<file path="src/rtl/encoder_core_mc.sv">
// Multi-channel quadrature decoder: sync, glitch filter, x1/x2/x4 decode,
// wrapping position, windowed velocity, index latch and sticky AB error.
module encoder_core_mc #(
    parameter int NUM_CH        = 2,
    parameter int POS_WIDTH     = 32,
    parameter int WINDOW_CYCLES = 100000,
    parameter int FILTER_LEN    = 3
) (
    input  logic                        clk,
    input  logic                        reset,
    input  logic [NUM_CH-1:0]           enable,
    input  logic [NUM_CH-1:0]           clr_pos,
    input  logic [1:0]                  mode,
    input  logic [NUM_CH-1:0]           index_en,
    input  logic [NUM_CH-1:0]           err_clr,
    input  logic [NUM_CH-1:0]           enc_a,
    input  logic [NUM_CH-1:0]           enc_b,
    input  logic [NUM_CH-1:0]           enc_z,
    output logic [NUM_CH*POS_WIDTH-1:0] position,
    output logic [NUM_CH*POS_WIDTH-1:0] velocity,
    output logic [NUM_CH*POS_WIDTH-1:0] index_pos,
    output logic [NUM_CH-1:0]           direction,
    output logic [NUM_CH-1:0]           index_hit,
    output logic [NUM_CH-1:0]           err
);

    localparam int PW = POS_WIDTH;
    localparam int CW = $clog2(FILTER_LEN + 1);
    localparam int WW = $clog2(WINDOW_CYCLES);
    localparam logic [PW-1:0] MAXV = {1'b0, {(PW-1){1'b1}}};
    localparam logic [PW-1:0] MINV = {1'b1, {(PW-1){1'b0}}};

    logic [WW-1:0] r_win;
    logic [1:0]    r_warm;
    logic          w_win_last;
    logic          w_warm;

    assign w_win_last = (r_win == WW'(WINDOW_CYCLES - 1));
    assign w_warm     = r_warm[1];

    // Filters hold off until the sync chain carries real pin samples.
    always_ff @(posedge clk) begin
        if (reset) begin
            r_win  <= '0;
            r_warm <= '0;
        end else begin
            r_win <= w_win_last ? '0 : r_win + 1'b1;
            if (!w_warm) r_warm <= r_warm + 1'b1;
        end
    end

    for (genvar ch = 0; ch < NUM_CH; ch++) begin : g_ch
        logic [2:0]    w_pin;
        logic [2:0]    r_s1, r_s2, r_cand, r_filt, r_ok;
        logic [CW-1:0] r_cnt  [3];
        logic [CW-1:0] w_ncnt [3];

        assign w_pin = {enc_z[ch], enc_a[ch], enc_b[ch]};

        always_comb begin
            for (int p = 0; p < 3; p++) begin
                w_ncnt[p] = r_cnt[p] + 1'b1;
                if (r_s2[p] != r_cand[p])
                    w_ncnt[p] = CW'(1);
                else if (r_cnt[p] == CW'(FILTER_LEN))
                    w_ncnt[p] = r_cnt[p];
            end
        end

        always_ff @(posedge clk) begin
            if (reset) begin
                r_s1   <= '0;
                r_s2   <= '0;
                r_cand <= '0;
                r_filt <= '0;
                r_ok   <= '0;
                for (int p = 0; p < 3; p++) r_cnt[p] <= '0;
            end else begin
                r_s1 <= w_pin;
                r_s2 <= r_s1;
                if (w_warm) begin
                    r_cand <= r_s2;
                    for (int p = 0; p < 3; p++) begin
                        r_cnt[p] <= w_ncnt[p];
                        if (w_ncnt[p] == CW'(FILTER_LEN)) begin
                            r_filt[p] <= r_s2[p];
                            r_ok[p]   <= 1'b1;
                        end
                    end
                end
            end
        end

        logic          r_primed, r_zprev, r_dir, r_err, r_hit;
        logic [1:0]    r_prev;
        logic [PW-1:0] r_pos, r_ipos, r_vacc, r_vel;
        logic [1:0]    w_cur;
        logic          w_chg, w_ill, w_fwd, w_qual, w_step, w_zrise, w_idx;
        logic [PW-1:0] w_base, w_vnext;

        assign w_cur   = r_filt[1:0];
        assign w_chg   = r_primed && (w_cur != r_prev);
        assign w_ill   = w_chg && (w_cur == ~r_prev);
        assign w_step  = w_chg && !w_ill && w_qual && enable[ch];
        assign w_zrise = r_ok[2] && r_filt[2] && !r_zprev;
        assign w_idx   = w_zrise && index_en[ch] && enable[ch]
                         && !clr_pos[ch];

        always_comb begin
            w_fwd = 1'b0;
            case ({r_prev, w_cur})
                4'b0001, 4'b0111, 4'b1110, 4'b1000: w_fwd = 1'b1;
                default:                            w_fwd = 1'b0;
            endcase
            w_qual = 1'b1;
            case (mode)
                2'b01:   w_qual = r_prev[1] ^ w_cur[1];
                2'b10:   w_qual = ({r_prev, w_cur} == 4'b0111)
                                  || ({r_prev, w_cur} == 4'b1101);
                default: w_qual = 1'b1;
            endcase
        end

        // Velocity saturates; a step on the window boundary opens the new window.
        always_comb begin
            w_base  = w_win_last ? '0 : r_vacc;
            w_vnext = w_base;
            if (w_step) begin
                if (w_fwd)
                    w_vnext = (w_base == MAXV) ? w_base : w_base + 1'b1;
                else
                    w_vnext = (w_base == MINV) ? w_base : w_base - 1'b1;
            end
        end

        always_ff @(posedge clk) begin
            if (reset) begin
                r_primed <= 1'b0;
                r_prev   <= '0;
                r_zprev  <= 1'b0;
                r_dir    <= 1'b0;
                r_err    <= 1'b0;
                r_hit    <= 1'b0;
                r_pos    <= '0;
                r_ipos   <= '0;
                r_vacc   <= '0;
                r_vel    <= '0;
            end else begin
                r_zprev <= r_filt[2];
                if (r_primed)
                    r_prev <= w_cur;
                else if (r_ok[1] && r_ok[0]) begin
                    r_prev   <= w_cur;
                    r_primed <= 1'b1;
                end
                r_err <= w_ill || (r_err && !err_clr[ch]);
                r_hit <= w_idx;
                if (clr_pos[ch])
                    r_pos <= '0;
                else if (w_idx) begin
                    r_ipos <= r_pos;
                    r_pos  <= '0;
                end else if (w_step) begin
                    r_pos <= w_fwd ? r_pos + 1'b1 : r_pos - 1'b1;
                    r_dir <= w_fwd;
                end
                r_vacc <= w_vnext;
                if (w_win_last) r_vel <= r_vacc;
            end
        end

        assign position[ch*PW +: PW]  = r_pos;
        assign velocity[ch*PW +: PW]  = r_vel;
        assign index_pos[ch*PW +: PW] = r_ipos;
        assign direction[ch]          = r_dir;
        assign index_hit[ch]          = r_hit;
        assign err[ch]                = r_err;
    end

endmodule

</file>
<file path="config.mk">
export PLATFORM = sky130hd
export DESIGN_NAME = encoder_core_mc
export DESIGN_NICKNAME = d
export VERILOG_FILES = /design/src/rtl/encoder_core_mc.sv
export SDC_FILE = /design/constraint.sdc
export NUM_CORES = 1
export LEC_CHECK = 0
export CORE_MARGIN = 2
export CORE_UTILIZATION = 45
export CTS_CLUSTER_DIAMETER = 80
export DETAILED_ROUTE_END_ITERATION = 10
export PLACE_DENSITY = 0.79
export SLEW_MARGIN = 20
export SYNTH_ARGS = -nofsm -noshare
export SYNTH_HDL_FRONTEND = slang
export SYNTH_SLANG_ARGS = --single-unit
export TNS_END_PERCENT = 50
</file>
<file path="constraint.sdc">
create_clock -name clk -period 4.1 [get_ports clk]
set_input_delay 0.82 -clock clk [delete_from_list [all_inputs] [get_ports clk]]
set_output_delay 0.82 -clock clk [all_outputs]
set_load 0.02 [all_outputs]
</file>
==> results of run 1 <==
-- worst reg2reg max path: stages (launching register included) --
cell	delay (ns)
sky130_fd_sc_hd__dfxtp_1	0.45
sky130_fd_sc_hd__xor2_1	0.28
sky130_fd_sc_hd__nand2_4	0.25
sky130_fd_sc_hd__buf_4	0.32
sky130_fd_sc_hd__ha_1	0.38
sky130_fd_sc_hd__nand2_1	0.11
sky130_fd_sc_hd__or3_1	0.35
sky130_fd_sc_hd__a211o_1	0.27
sky130_fd_sc_hd__a21oi_1	0.19
sky130_fd_sc_hd__nor3_1	0.08
sky130_fd_sc_hd__nor3_1	0.34
sky130_fd_sc_hd__a41oi_1	0.20
sky130_fd_sc_hd__or4_1	0.42
sky130_fd_sc_hd__nand3_1	0.09
-- cells by family (layout without fill, tap and decap cells) --
| kind of cell | count (synthesis) | after routing |
|---|---|---|
| xor gates and xnor gates | 115 | 115 |
| adders and majority gates | 71 | 71 |
| buffers and inverters | 182 | 363 |
| AOI/OAI and AO/OA | 592 | 592 |
| muxes | 18 | 18 |
| and+or+nand+nor | 1042 | 1042 |
| DFF | 331 | 331 |
-- worst max path at each step --
stage	startpoint	slack, ns	to
final	g_ch[1].r_filt[0]	0.33	g_ch[1].r_pos[30]
after global routing	g_ch[1].r_filt[0]	0.006	g_ch[1].r_pos[30]
after CTS	g_ch[1].r_filt[0]	0.19	g_ch[1].r_pos[30]
after detailed placement	mode[0]	0.15	g_ch[1].r_vacc[11]
after global placement	mode[0]	0.15	g_ch[1].r_pos[31]
after floorplan	g_ch[1].r_filt[0]	0.16	g_ch[1].r_pos[30]
-- cell type report --
cell class	count	area share
Clock buffer	52	0.0513
Inverter	36	0.00620
Timing Repair Buffer	257	0.113
Clock inverter	18	0.00873
Multi-Input combinational cell	1838	0.481
Sequential cell	331	0.310
Tap cell	525	0.0302
-- synth_stat cells, drive strengths merged (9+ instances only) --
| master | instances | area [µm²] |
|---|---|---|
| a211oi | 25 | 198 |
| nor2b | 26 | 163 |
| or3 | 22 | 138 |
| nor3 | 48 | 240 |
| xor2 | 52 | 455 |
| o211ai | 12 | 95.1 |
| edfxtp | 12 | 360 |
| o31ai | 10 | 75.1 |
| dfxtp | 319 | 6390 |
| or4 | 14 | 116 |
| nor3b | 11 | 82.6 |
| nor4 | 21 | 153 |
| a21oi | 291 | 1460 |
| o21bai | 9 | 67.6 |
| inv | 36 | 135 |
| nor2 | 199 | 749 |
| nand2b | 16 | 100 |
| ha | 69 | 863 |
| mux2i | 15 | 150 |
| a21o | 22 | 165 |
| nand4 | 36 | 225 |
| buf | 18 | 95.1 |
| xnor2 | 63 | 552 |
| nand3 | 68 | 340 |
| o21a | 12 | 90.1 |
| and3 | 32 | 200 |
| and4 | 10 | 87.6 |
| a31oi | 33 | 206 |
| and2 | 16 | 100 |
| o21ai | 103 | 527 |
| nand2 | 504 | 1900 |
| clkbuf | 128 | 482 |
-- what timing repair did --
| action | CTS | global route |
|---|---|---|
| endpoints found under the setup margin | 0 | 1 |
| resized for setup | 0 | 1 |
| hold endpoints to repair | 0 | 0 |
-- layer usage --
layer  wire, µm  GRT usage  up-vias
met2      23200      0.395      666
met1      22700      0.325     8213
li1           -          -     8555
met4       1530     0.0957        0
met3       3560     0.0348      116
met5          0          0        -
-- stage by stage --
step           hold slack [ns]  setup WS (ns)  cell area, µm²
2_1_floorplan            0.414          0.158           17900
3_3_place_gp             0.420          0.150           20500
3_5_place_dp             0.427          0.150           20500
4_1_cts                  0.441          0.190           21800
5_1_grt                  0.454        0.00555           21800
6_report                 0.441          0.328           21800
-- registers in the layout (all words and copies together) (netlist names), 12 cells and up --
name         count
g_ch.r_ipos     64
g_ch.r_pos      64
g_ch.r_vacc     64
g_ch.r_vel      64
r_win           17
g_ch.r_cnt      12
-- report_power, final --
group | internal, µW | leakage, µW | switching, µW
combinational | 56.3 | 0.00474 | 99.3
sequential | 3270 | 0.00270 | 39.8
clock | 2120 | 0.000649 | 1410
==> flow_metrics.tcl, run 1 <==
set metrics [dict create \
    critPathRequiredTime_ns 4.59 \
    worstPathBufferInverterCount 1 \
    critical_path_depth 13 \
    cts-hold-fix-buffers 0 \
    max_clk_rate_mhz 265 \
    drt_iter0_drc 1486 \
    netlist-cell-type-count 86 \
    synth_top_family_by_area "simple AND/OR/NAND/NOR gates" \
    slowest_stage "sky130_fd_sc_hd__dfxtp_1" \
    postCtsSetupRepairBufs 0 \
    syn_area_per_cell_um2 7.60 \
    root_buffer "sky130_fd_sc_hd__clkbuf_16" \
    path_max_fanout 24 \
    grt_start_max_net_pins 84 \
    grt.total_usage 0.243 \
    min_to "g_ch[0].r_s2[0]" \
    critical_path.most_common_cell "sky130_fd_sc_hd__nor3_1" \
    fill_cells 3636 \
    wire_per_inst_um 16.7 \
    vdd_ir_drop_max_v 0.000279 \
    clock_latency_ns 0.55 \
    outcome "finished clean" \
    ant_nets 0 \
    ys_seq_elements 331 \
    timing_worst_slew_pin_value_ns 1.03 \
    mux_share_of_post_synthesis_cell_area 0.0103 \
    worst_hold_path.num_cells 1 \
    min_period_over_period 0.920 \
    report.final.setup_viol 0 \
    fp-row-count 73 \
    kind_of_start_point_of_the_critical_path "flop" \
    die_y_um 203 \
    timing.critical_path.max_delay_family "simple AND/OR/NAND/NOR gates" \
    syn_area_um2 17900 \
    via_per_inst 5.74 \
    initial_antenna_violation_count 0 \
    setup.reg_to_reg.worst_slack_ns 0.33 \
    max-cap-violations 0 \
    finalMaxSlewViolations 0 \
    final_period_minus_worst_setup_slack_ns 3.77 \
    fin_nets 2591 \
    cellPowerDensity_nw_per_um2 321 \
    post_synthesis_net_count 2440 \
    port_buffers 215 \
    rsz0062_at_grt "false" \
    synth_enable_flop_cells 12 \
    timing.reg2reg.worst_path_depth 13 \
    place.gp.congestion 0.934 \
    post_route_cells_drive_above_1_share 0.0553 \
    multi_input_comb_area_um2 10500 \
    synthesis_warning_total 0 \
    cp-end-kind "flop" \
    synth_simple_gate_area_share 0.266 \
    synth_adder_area_share 0.0505 \
    maximum_level_of_the_cts_h_tree 2 \
    hp-class "reg2reg" \
    numCtsBuffers 38 \
    total_leakage_power_uw 0.00809 \
    initial_standard_cell_utilization_of_the_core 0.453 \
    worstPathCellList "xor2_1, nand2_4, buf_4, ha_1, nand2_1, or3_1, a211o_1, a21oi_1, nor3_1, nor3_1, a41oi_1, or4_1, nand3_1" \
    design.core.area_um2 39500 \
    area_growth_pct 21.9 \
    reg_to_reg_startpoint "g_ch[1].r_filt[0]" \
    tritoncts "built" \
    layout_commonest_cell "sky130_fd_sc_hd__nand2_1" \
    grt_pass1_vias 16862 \
    hold_viol_final 0 \
    critPathMaxStageDelay_ns 0.45 \
    dominantRegCellSynth "sky130_fd_sc_hd__dfxtp_1" \
    post_synthesis_xor_xnor_area_fraction 0.0564 \
    layout.area.seq_um2 6750 \
    worst_clock_skew_ns 0.0146 \
    total_power_uw 7000 \
    wirelength_um 51000 \
    overall_die_area_um2 41300 \
    final_util 0.552 \
    timing.slew.headroom 0.310 \
    cts_sinks 331 \
    seq_area_frac_synth 0.377 \
    min_from "g_ch[0].r_s1[0]" \
    total_inserted_antenna_cells 0 \
    detailed_place_hpwl_um 36000 \
    regToRegEndpoint "g_ch[1].r_pos[30]" \
    synth-async-reset-ratio 0 \
    dieWidth_um 203 \
    grt_first_pass_wirelength_um 84200 \
    dp.cells 2987 \
    overflow_left_after_global_routing 0 \
    synth_compound_gate_area_share 0.200 \
    most-common-layout-cells "sky130_fd_sc_hd__nand2_1, sky130_fd_sc_hd__dfxtp_1, sky130_fd_sc_hd__a21oi_1" \
    clockBufferDepth 3 \
    synthCells 2351 \
    cp_data_arrival_time_ns 4.27 \
    via_count 17550 \
    path_clk_slew_ns 0.06 \
    dr_drc_count 0 \
    detail_route.first_pass.iterations 8 \
    top_level_ports 216 \
    fin_setup_tns_ns 0 \
    worst-setup-path-type "reg2reg" \
    final_cell_count_no_fill 3057 \
]
(Power assumes the default switching activity.)
==> run 2: changes to the inputs <==
--- a/config.mk
+++ b/config.mk
@@ -9,8 +9,8 @@
 export CORE_UTILIZATION = 45
 export CTS_CLUSTER_DIAMETER = 80
 export DETAILED_ROUTE_END_ITERATION = 10
+export GPL_ROUTABILITY_DRIVEN = 0
 export PLACE_DENSITY = 0.79
-export SLEW_MARGIN = 20
 export SYNTH_ARGS = -nofsm -noshare
 export SYNTH_HDL_FRONTEND = slang
 export SYNTH_SLANG_ARGS = --single-unit
==> run 2 against run 1 <==
Sequential share of layout area is 0.077 points higher. Critical path type unchanged. Sequential power hardly changed. Count of clock-buffer cells in the layout is 2 lower. Final cell count is 0.20% lower. Setup slack better by 0.017 ns. Combinational power hardly changed. Global-route usage is 0.14 points lower. Hold slack worse by 0.0060 ns. Highest routed layer unchanged.
==> flow_metrics.tcl, run 2 (same netlist as run 1, synthesis figures left out) <==
set metrics [dict create \
    most-common-layout-cells "sky130_fd_sc_hd__nand2_1, sky130_fd_sc_hd__dfxtp_1, sky130_fd_sc_hd__a21oi_1" \
    cp_data_arrival_time_ns 4.22 \
    hold_viol_final 0 \
    root_buffer "sky130_fd_sc_hd__clkbuf_16" \
    hp-class "reg2reg" \
    min_to "g_ch[0].r_s2[2]" \
    multi_input_comb_area_um2 10500 \
    setup.reg_to_reg.worst_slack_ns 0.34 \
    maximum_level_of_the_cts_h_tree 2 \
    dr_drc_count 0 \
    layout.area.seq_um2 6750 \
    fp-row-count 73 \
    via_per_inst 5.86 \
    finalHoldWorstSlack_ns 0.435 \
    fin_ws_ns 0.345 \
    initial_standard_cell_utilization_of_the_core 0.453 \
    worst-setup-path-type "reg2reg" \
    numCtsBuffers 37 \
    grt_start_max_net_pins 103 \
    final_period_minus_worst_setup_slack_ns 3.76 \
    area_growth_pct 21.6 \
    grt_first_pass_wirelength_um 83400 \
    ant_nets 0 \
    drt_iter0_drc 1579 \
    outcome "finished clean" \
    timing.slew.headroom 0.225 \
    worst_hold_path.num_cells 1 \
    max-cap-violations 0 \
    timing_worst_slew_pin_value_ns 1.15 \
    fin_setup_tns_ns 0 \
    timing.reg2reg.worst_path_depth 15 \
    clock_latency_ns 0.56 \
    post_route_cells_drive_above_1_share 0.0530 \
    reg_to_reg_startpoint "r_win[0]" \
    cts-hold-fix-buffers 0 \
    total_power_uw 6890 \
    overflow_left_after_global_routing 0 \
    rsz0062_at_grt "false" \
    pre_cts_slack_ns 0.165 \
    min_period_over_period 0.916 \
    cts_sinks 331 \
    fill_cells 3634 \
    grt.total_usage 0.241 \
    max_clk_rate_mhz 266 \
    overall_die_area_um2 41300 \
    detail_route.first_pass.iterations 6 \
    wire_per_inst_um 16.8 \
    vdd_ir_drop_max_v 0.000248 \
    via_count 17894 \
    min_from "g_ch[0].r_s1[2]" \
    path_clk_slew_ns 0.06 \
    finalMaxSlewViolations 0 \
    dieWidth_um 203 \
    total_leakage_power_uw 0.00805 \
    tritoncts "built" \
    worst_clock_skew_ns 0.0139 \
    detailed_place_hpwl_um 36100 \
    die_y_um 203 \
    top_level_ports 216 \
    wirelength_um 51300 \
    clockBufferDepth 3 \
    cellPowerDensity_nw_per_um2 317 \
    port_buffers 215 \
    fin_nets 2588 \
    total_inserted_antenna_cells 0 \
    grt_pass1_vias 17060 \
    path_max_fanout 14 \
    report.final.setup_viol 0 \
    kind_of_start_point_of_the_critical_path "flop" \
    layout_commonest_cell "sky130_fd_sc_hd__nand2_1" \
    cp-end-kind "flop" \
    critPathRequiredTime_ns 4.56 \
    regToRegEndpoint "g_ch[0].r_vacc[20]" \
    design.core.area_um2 39500 \
    initial_antenna_violation_count 0 \
]
==> run 2: changes by cell type in the layout (fill, tap and decap cells not counted), sizes merged <==
cell	before	now
clkinv	9	8
clkinvlp	1	3
clkbuf	52	50
inv	41	38
buf	43	41
==> run 2: what timing repair did <==
action	in CTS	in global routing
setup endpoints to repair	0	2
hold endpoints to repair	0	0
gates resized for setup	0	2
buffers inserted	0	0
==> run 2: final cells by class <==
type / count / share of cell area
Timing Repair Buffer: 255 / 0.114
Sequential cell: 331 / 0.310
Clock buffer: 50 / 0.0491
Tap cell: 525 / 0.0302
Multi-Input combinational cell: 1838 / 0.482
Inverter: 36 / 0.00622
Clock inverter: 16 / 0.00800
==> run 2: stage by stage <==
| step | std cells | util | area (µm²) |
|---|---|---|---|
| floorplan | 2351 | - | 17900 |
| global placement | 2985 | 0.519 | 20500 |
| detailed placement | 2985 | 0.519 | 20500 |
| global route | 3051 | 0.551 | 21700 |
| finish | 3051 | 0.551 | 21700 |
| CTS | 3051 | 0.550 | 21700 |
==> run 2: worst max-delay path, cell delays in order, from the launching register on <==
cell	delay, ns
sky130_fd_sc_hd__dfxtp_1	0.36
sky130_fd_sc_hd__ha_1	0.27
sky130_fd_sc_hd__and3_1	0.21
sky130_fd_sc_hd__and4_1	0.43
sky130_fd_sc_hd__nand2_4	0.20
sky130_fd_sc_hd__nand2_1	0.23
sky130_fd_sc_hd__ha_1	0.19
sky130_fd_sc_hd__nand2_1	0.06
sky130_fd_sc_hd__nor4_1	0.28
sky130_fd_sc_hd__o21ai_0	0.23
sky130_fd_sc_hd__o211a_1	0.37
sky130_fd_sc_hd__nand3_1	0.23
sky130_fd_sc_hd__nor2b_1	0.07
sky130_fd_sc_hd__o21ai_0	0.17
sky130_fd_sc_hd__o31ai_1	0.12
sky130_fd_sc_hd__a211oi_1	0.26
==> run 2: where the power goes <==
| part | switching, µW | leakage [µW] | internal, µW |
|---|---|---|---|
| Clock | 1390 | 0.000607 | 2020 |
| Combinational | 102 | 0.00474 | 57.2 |
| Sequential | 39.9 | 0.00270 | 3270 |
| Total | 1530 | 0.00805 | 5350 |
==> run 2: worst max-delay path by stage <==
stage | startpoint | to | slack (ns)
final | r_win[0] | g_ch[0].r_vacc[20] | 0.34
after floorplan | g_ch[1].r_filt[0] | g_ch[1].r_pos[30] | 0.16
after detailed placement | mode[0] | g_ch[1].r_vacc[8] | 0.16
after global routing | r_win[0] | g_ch[0].r_vacc[5] | 0.10
after CTS | g_ch[1].r_filt[0] | g_ch[1].r_pos[30] | 0.28
after global placement | mode[0] | g_ch[1].r_vacc[5] | 0.24
==> run 2: layer usage <==
layer  wire length, µm  vias up  GRT usage
met5                 0        -          0
met2             23500      745      0.397
met3              3610      152     0.0443
li1                  -     8554          -
met4              1800        0      0.102
met1             22400     8443      0.311
